<file path="src/rtl/uart_pkg.sv">
// Shared types and defaults for the UART receive path.
package uart_pkg;

    typedef enum logic [1:0] {
        IDLE  = 2'd0,
        START = 2'd1,
        DATA  = 2'd2,
        STOP  = 2'd3
    } rx_state_t;

    localparam int UART_OVERSAMPLE = 16;
    localparam int UART_DATA_BITS  = 8;

endpackage

</file>
<file path="src/rtl/uart_sync.sv">
// Two-flop synchronizer for the asynchronous serial line; resets to the idle (high) level.
module uart_sync (
    input  logic clk_in,
    input  logic rst_in,
    input  logic async_in,
    output logic sync_out
);

    logic meta;

    // Two-stage capture to settle metastability before the FSM sees the line.
    always_ff @(posedge clk_in) begin
        if (rst_in) begin
            meta     <= 1'b1;
            sync_out <= 1'b1;
        end else begin
            meta     <= async_in;
            sync_out <= meta;
        end
    end

endmodule

</file>
<file path="src/rtl/uart_rx_ctrl.sv">
// UART receiver: oversampled start/data/stop decoding with a one-entry output buffer.
// Optional macro UART_RX_MAJORITY_EN switches bit decisions to a 3-sample majority vote
// around the bit center; the default build uses a single center sample.
module uart_rx_ctrl
    import uart_pkg::*;
#(
    parameter int OVERSAMPLE = UART_OVERSAMPLE,
    parameter int DATA_BITS  = UART_DATA_BITS
) (
    input  logic                 clk_in,
    input  logic                 rst_in,
    input  logic                 sample_tick_in,
    input  logic                 rx_in,
    output logic [DATA_BITS-1:0] data_out,
    output logic                 valid_out,
    input  logic                 ready_in,
    output logic                 frame_err_out,
    output logic                 overrun_err_out,
    output logic                 busy_out
);

    localparam int CNT_W = $clog2(OVERSAMPLE);
    localparam int BIT_W = $clog2(DATA_BITS + 1);

    logic                 rxs;
    rx_state_t            state, state_nx;
    logic [CNT_W-1:0]     cnt, cnt_nx;
    logic [BIT_W-1:0]     bit_cnt, bit_nx;
    logic [DATA_BITS-1:0] shreg, sh_nx;
    logic                 armed, armed_nx;
    logic                 byte_done, frame_bad;
    logic                 dec_hit, last_hit, bit_val;

    uart_sync u_sync (
        .clk_in   (clk_in),
        .rst_in   (rst_in),
        .async_in (rx_in),
        .sync_out (rxs)
    );

    assign last_hit = (cnt == CNT_W'(OVERSAMPLE - 1));
    assign busy_out = (state != IDLE);

`ifdef UART_RX_MAJORITY_EN
    logic [1:0] vote;

    // Capture the two samples preceding the decision tick for the vote.
    always_ff @(posedge clk_in) begin
        if (rst_in) begin
            vote <= 2'b00;
        end else if (sample_tick_in) begin
            if (cnt == CNT_W'(OVERSAMPLE/2 - 1)) vote[0] <= rxs;
            if (cnt == CNT_W'(OVERSAMPLE/2))     vote[1] <= rxs;
        end
    end

    assign dec_hit = (cnt == CNT_W'(OVERSAMPLE/2 + 1));
    assign bit_val = (vote[0] & vote[1]) | (vote[0] & rxs) | (vote[1] & rxs);
`else
    assign dec_hit = (cnt == CNT_W'(OVERSAMPLE/2));
    assign bit_val = rxs;
`endif

    // Next-state logic: everything advances only on sample ticks.
    always_comb begin
        state_nx  = state;
        cnt_nx    = cnt;
        bit_nx    = bit_cnt;
        sh_nx     = shreg;
        armed_nx  = armed;
        byte_done = 1'b0;
        frame_bad = 1'b0;
        if (sample_tick_in) begin
            if (rxs) armed_nx = 1'b1;
            case (state)
                IDLE: begin
                    cnt_nx = '0;
                    if (!rxs && armed) state_nx = START;
                end
                START: begin
                    cnt_nx = cnt + 1'b1;
                    if (dec_hit && bit_val) begin
                        // Line went back high: glitch, not a start bit.
                        state_nx = IDLE;
                        cnt_nx   = '0;
                    end else if (last_hit) begin
                        cnt_nx   = '0;
                        bit_nx   = '0;
                        state_nx = DATA;
                    end
                end
                DATA: begin
                    cnt_nx = cnt + 1'b1;
                    if (dec_hit) sh_nx = {bit_val, shreg[DATA_BITS-1:1]};
                    if (last_hit) begin
                        cnt_nx = '0;
                        if (bit_cnt == BIT_W'(DATA_BITS - 1)) begin
                            bit_nx   = '0;
                            state_nx = STOP;
                        end else begin
                            bit_nx = bit_cnt + 1'b1;
                        end
                    end
                end
                STOP: begin
                    cnt_nx = cnt + 1'b1;
                    if (dec_hit) begin
                        // Return early so the next start edge is not missed.
                        state_nx = IDLE;
                        cnt_nx   = '0;
                        if (bit_val) begin
                            byte_done = 1'b1;
                        end else begin
                            // Disarm so a stuck-low line cannot start a new frame.
                            frame_bad = 1'b1;
                            armed_nx  = 1'b0;
                        end
                    end
                end
                default: state_nx = IDLE;
            endcase
        end
    end

    // Receiver state registers.
    always_ff @(posedge clk_in) begin
        if (rst_in) begin
            state   <= IDLE;
            cnt     <= '0;
            bit_cnt <= '0;
            shreg   <= '0;
            armed   <= 1'b0;
        end else begin
            state   <= state_nx;
            cnt     <= cnt_nx;
            bit_cnt <= bit_nx;
            shreg   <= sh_nx;
            armed   <= armed_nx;
        end
    end

    // Output buffer, handshake and registered error pulses, evaluated every cycle.
    always_ff @(posedge clk_in) begin
        if (rst_in) begin
            data_out        <= '0;
            valid_out       <= 1'b0;
            frame_err_out   <= 1'b0;
            overrun_err_out <= 1'b0;
        end else begin
            frame_err_out   <= frame_bad;
            overrun_err_out <= 1'b0;
            if (byte_done && (!valid_out || ready_in)) begin
                data_out  <= shreg;
                valid_out <= 1'b1;
            end else begin
                if (byte_done)              overrun_err_out <= 1'b1;
                if (valid_out && ready_in) valid_out       <= 1'b0;
            end
        end
    end

endmodule

</file>
<file path="config.mk">
export PLATFORM = sky130hd
export DESIGN_NAME = uart_rx_ctrl
export DESIGN_NICKNAME = d
export VERILOG_FILES = /design/src/rtl/uart_pkg.sv /design/src/rtl/uart_sync.sv /design/src/rtl/uart_rx_ctrl.sv
export SDC_FILE = /design/constraint.sdc
export NUM_CORES = 1
export LEC_CHECK = 0
export BUFFER_PORTS_ARGS = -buffer_cell sky130_fd_sc_hd__buf_2
export CELL_PAD_IN_SITES_DETAIL_PLACEMENT = 1
export CELL_PAD_IN_SITES_GLOBAL_PLACEMENT = 1
export CORE_MARGIN = 2
export CORE_UTILIZATION = 43
export DETAILED_ROUTE_END_ITERATION = 8
export PLACE_DENSITY = 0.87
export SLEW_MARGIN = 20
export SYNTH_ARGS = -nofsm -noshare
export SYNTH_HDL_FRONTEND = slang
export SYNTH_HIERARCHICAL = 1
export SYNTH_SLANG_ARGS = --single-unit
</file>
<file path="constraint.sdc">
create_clock -name clk_in -period 2.2 [get_ports clk_in]
set_input_delay 0.11 -clock clk_in [delete_from_list [all_inputs] [get_ports clk_in]]
set_output_delay 0.11 -clock clk_in [all_outputs]
set_load 0.02 [all_outputs]
</file>
Yosys cells after proc, flatten, opt, wreduce, memory -nomap -nowiden

Index checks and enable logic that the tools add are counted.

Register bits after elaboration: 32
Output and inout port bits: 12
Logic and storage cells: 73

Add/subtract/negate cells: 2
Equality and inequality tests: 13
Mux-type cells: 28
Bitwise logic cells: 3
Reductions and logical operators: 16

Operators with widths:

| kind                                          | count |
|---|---|
| two-way mux 4 bit                             | 7 |
| case mux 4 bit (4 select lines)               | 1 |
| two-way mux 1 bit                             | 12 |
| two-way mux 2 bit                             | 6 |
| != test 2 bit, second input constant          | 6 |
| adder 4 x 1 -> 4 bit, second input constant   | 2 |
| == test 4 bit, second input constant          | 2 |
| case mux 2 bit (4 select lines)               | 1 |
| case mux 4 bit (2 select lines)               | 1 |
| AND reduction 6 bit                           | 1 |
| nonzero test 2 bit                            | 3 |
| AND reduction 5 bit                           | 1 |
| == test 2 bit, second input constant          | 2 |
| == test 4 x 3 -> 1 bit, second input constant | 1 |
| logical AND 1 bit                             | 4 |
| OR reduction 4 bit                            | 1 |
| != test 3 bit, second input constant          | 1 |
| inverter 1 bit                                | 3 |
| AND reduction 3 bit                           | 1 |
| == test 2 x 1 -> 1 bit, second input constant | 1 |
| logical NOT 1 bit                             | 2 |
| logical NOT 2 bit                             | 1 |
| OR reduction 2 bit                            | 1 |
| logical OR 1 bit                              | 1 |

Logic depth before layout (Yosys ltp)

Word-level depth: 6
Gate-level depth with buffers: 8
Gate-level depth less buffers: 6

Cells and area by module

Netlist, hierarchy kept.

Modules (own cells, without submodules):

| module       | instances | cells an instance | area each (um2) |
|---|---|---|---|
| uart_rx_ctrl | 1         | 147               | 1,366.3 |
| uart_sync    | 1         | 4                 | 52.6 |

Worst setup path after synthesis

No wires, ideal clock.

Path kind: reg2reg
Start point: register cnt[0]
End point: register shreg[0]
Setup time: 0.128 ns
Arrival: 1.379 ns
Data required time: 2.072 ns
Path slack: 0.693 ns
Stages on the path, launching flop included: 9
Cell sequence: dfxtp_1 inv_1 ha_1 and3b_1 buf_6 and3_1 buf_6 mux2i_1 nor2_1

Cells in the longest elaborated chain, start to end: 2

RTL lines:

| what                          | RTL line            | source |
|---|---|---|
| start, declared               | uart_rx_ctrl.sv:27  | `logic [CNT_W-1:0] cnt, cnt_nx;` |
| start signal, assigned        | uart_rx_ctrl.sv:135 | `cnt <= cnt_nx;` |
| == test 4 bit                 | uart_rx_ctrl.sv:60  | `assign dec_hit = (cnt == CNT_W'(OVERSAMPLE/2));` |
| AND reduction 3 bit (no line) | -                   |  |
| end signal, assigned          | uart_rx_ctrl.sv:137 | `shreg <= sh_nx;` |
| end, declared                 | uart_rx_ctrl.sv:29  | `logic [DATA_BITS-1:0] shreg, sh_nx;` |

No other way between the ends.
A chain may end at the register's enable or synchronous reset.

Worst setup path in the final report

Ends and elaborated chain as after synthesis.

==> flow_summary.json <==
{
  "status": "finished clean",
  "cp.arrival_ns": 2.13,
  "yosysSeqAreaShare_pct": 45.1,
  "syn-cell-area_sq_um": 1420,
  "cts_tree": "built",
  "cts_buffers": 5,
  "place_area_sq_um": 1500,
  "crit_chain": "inv_1 > ha_1 > and3b_1 > and3_1 > mux2i_1 > nor2_1",
  "peakVddDrop_uv": 340,
  "vias_per_cell": 5.44,
  "worst_hold_path_type": "input port to flop",
  "drive_gt1_share_pct": 16.2,
  "nets": 175,
  "place_hpwl_mm": 2.33,
  "cts.sinks": 32,
  "drc": 0,
  "first_iter_violations": 31,
  "cp.depth": 6,
  "overflow": 0,
  "cp_slowest_cell": "and3_1",
  "async_reset_ff_share_pct": 0,
  "vias": 1147,
  "io_buffer_count": 16,
  "grt_first_pass_wirelength_mm": 5.39,
  "relSlewSlack_pct": 62.2,
  "io_pins": 17,
  "required_ns": 2.40,
  "ys_ff_latch": 32,
  "clock_skew_ns": 0.00707,
  "synth_edf_count": 0,
  "min_period_ns": 1.93,
  "p_leak_nw": 0.639,
  "clk_latency_ns": 0.33,
  "ys_warn_count": 6,
  "die_h_microns": 61.4,
  "clock.fmax_mhz": 517,
  "die-area_sq_um": 3770,
  "worst-setup-path-type": "flop to flop",
  "final_hold_viol_count": 0,
  "gp_congestion": 0.751,
  "grt_max_degree": 34,
  "endpoint_kind": "flop",
  "groute.usage.overall_pct": 19.6,
  "rr_worst_depth": 6,
  "start_kind": "flop",
  "routed_wl_mm": 3.20,
  "rsz0062_at_grt": "false",
  "powerDensity_nw_per_um2": 588,
  "diodes": 0,
  "root_buffer": "clkbuf_4",
  "critPathTopFamily": "simple AND/OR/NAND/NOR gates",
  "cts_setup_buffers": 0,
  "setup-tns-final_ns": 0,
  "total_power_mw": 0.915,
  "floorplan.initialDensity_pct": 45.7,
  "core-area_sq_um": 3100,
  "min_delay_path_depth": 3,
  "postCtsResizedCells": 0,
  "dr.pass1.iters": 3,
  "antenna_found_initial": 0,
  "path_max_fanout": 9,
  "maxCapViolations": 0,
  "path_buf_inv": 1,
  "fin_crit_sh_pct": 87.9,
  "synth.distinct_cells": 43,
  "syn-num-nets": 159,
  "holdBufCountCts": 1,
  "syn_to_final_growth_pct": 9.70,
  "fin_area_sq_um": 1560,
  "grt_pass1_vias": 1214,
  "crit_path_max_incr_delay_ns": 0.51,
  "worstMarginPinSlew_ns": 0.566,
  "rows": 20,
  "routedWlPerCell_microns": 15.1,
  "final_antenna_net_count": 0,
  "slew_violations": 0,
  "cts.htree.levels": 2,
  "die_w_microns": 61.4,
  "clk_pin_slew_ns": 0.09,
  "syn_avg_cell_area_sq_um": 9.40,
  "final_util_pct": 50.2,
  "setup_viol": 0,
  "clk_path_buf_depth": 2,
  "synthFlopType": "dfxtp_1",
  "postSynthCellCount": 151
}
[power by group]
group	total (mW)	switching, mW	internal, mW	leakage, nW
Clock	0.301	0.184	0.117	0.0281
Combinational	0.0274	0.0176	0.00980	0.353
Sequential	0.586	0.00354	0.582	0.258
Total	0.915	0.205	0.710	0.639
[final timing paths]
path	slack [ns]	start	endpoint
hold reg to reg	0.42	u_sync/meta$_SDFF_PP1_	u_sync/sync_out$_SDFF_PP1_
setup / recovery	0.27	cnt[0]$_SDFFE_PP0P_	shreg[0]$_SDFFE_PP0P_
setup reg to reg	0.27	cnt[0]$_SDFFE_PP0P_	shreg[0]$_SDFFE_PP0P_
hold / removal	0.14	ready_in	overrun_err_out$_SDFF_PP0_
[Yosys cell counts, types with 2 or more instances]
library cell   n  area [sq um]
or2_1          2          12.5
mux2i_1       16           160
o22ai_1        4          25.0
nand2_1        8          30.0
buf_6          3          33.8
nand2b_1       5          31.3
clkbuf_1       4          15.0
dfxtp_1       32           641
ha_1           3          37.5
o21ai_0        2          10.0
nor2_1        20          75.1
a311oi_1       2          17.5
nor3_1         2          10.0
and3_1         3          18.8
a21oi_1        9          45.0
nand3_1        5          25.0
inv_1          4          15.0
nor2b_1        2          12.5
[sequential cells by signal (all words and copies together), names as in the netlist, 4 cells and up, named ones only]
name	cells
data_out	8
shreg	8
cnt	4
bit_cnt	4
[cell usage in the layout (no fill, tap or decap), drive strengths merged, types with 2 or more instances in the layout]
cell and n:
and3 3, inv 4, nand4 2, buf 16, nand2 8, ha 3
nand2b 5, or2 3, a211oi 2, nand3 5, o22ai 4, a311oi 2
and2b 2, dfxtp 32, clkbuf 6, nor2b 2, o21ai 2, nor2 20
nor3 2, mux2i 16, a21oi 9
[area by class of cell]
cell class,instances,area (sq um)
Sequential cell,32,641
Fill cell,396,1550
Timing Repair Buffer,17,90.1
Multi-Input combinational cell,107,709
Tap cell,44,55.1
Inverter,4,15.0
Clock buffer,6,41.3
Clock inverter,1,5.00
[metal layers]
layer	GRT usage (%)	vias up	part of all wire [%]
met5	0	-	0
li1	-	565	-
met3	7.14	5	3.5
met4	7.90	0	1.2
met1	22.4	562	44
met2	33.1	15	51
[cells by family (layout without fill, tap and decap cells)]
kind of cell	Yosys count	count (layout)	synth area share, %
flip-flops	32	32	45.1
buffers and inverters	12	28	4.85
AO/OA/AOI/OAI	27	27	12.8
adder cells (fa/ha/maj)	3	3	2.65
multiplexers	17	17	12.1
AND/OR/NAND/NOR	60	60	22.5
[through the flow]
step / hold WS, ns / instances / worst slack, ns
floorplan: 0.207 / 151 / 0.693
finish: 0.137 / 211 / 0.266
CTS: 0.128 / 211 / 0.268
detailed placement: 0.298 / 203 / 0.282
global route: 0.141 / 211 / 0.133
global placement: 0.296 / 203 / 0.393
[worst min-delay path: cells and delay by family]
family / cells / cell delay [ns]
and+or+nand+nor: 2 / 0.23
buffers and inverters: 1 / 0.07
Power figures use the tool's default switching activity.
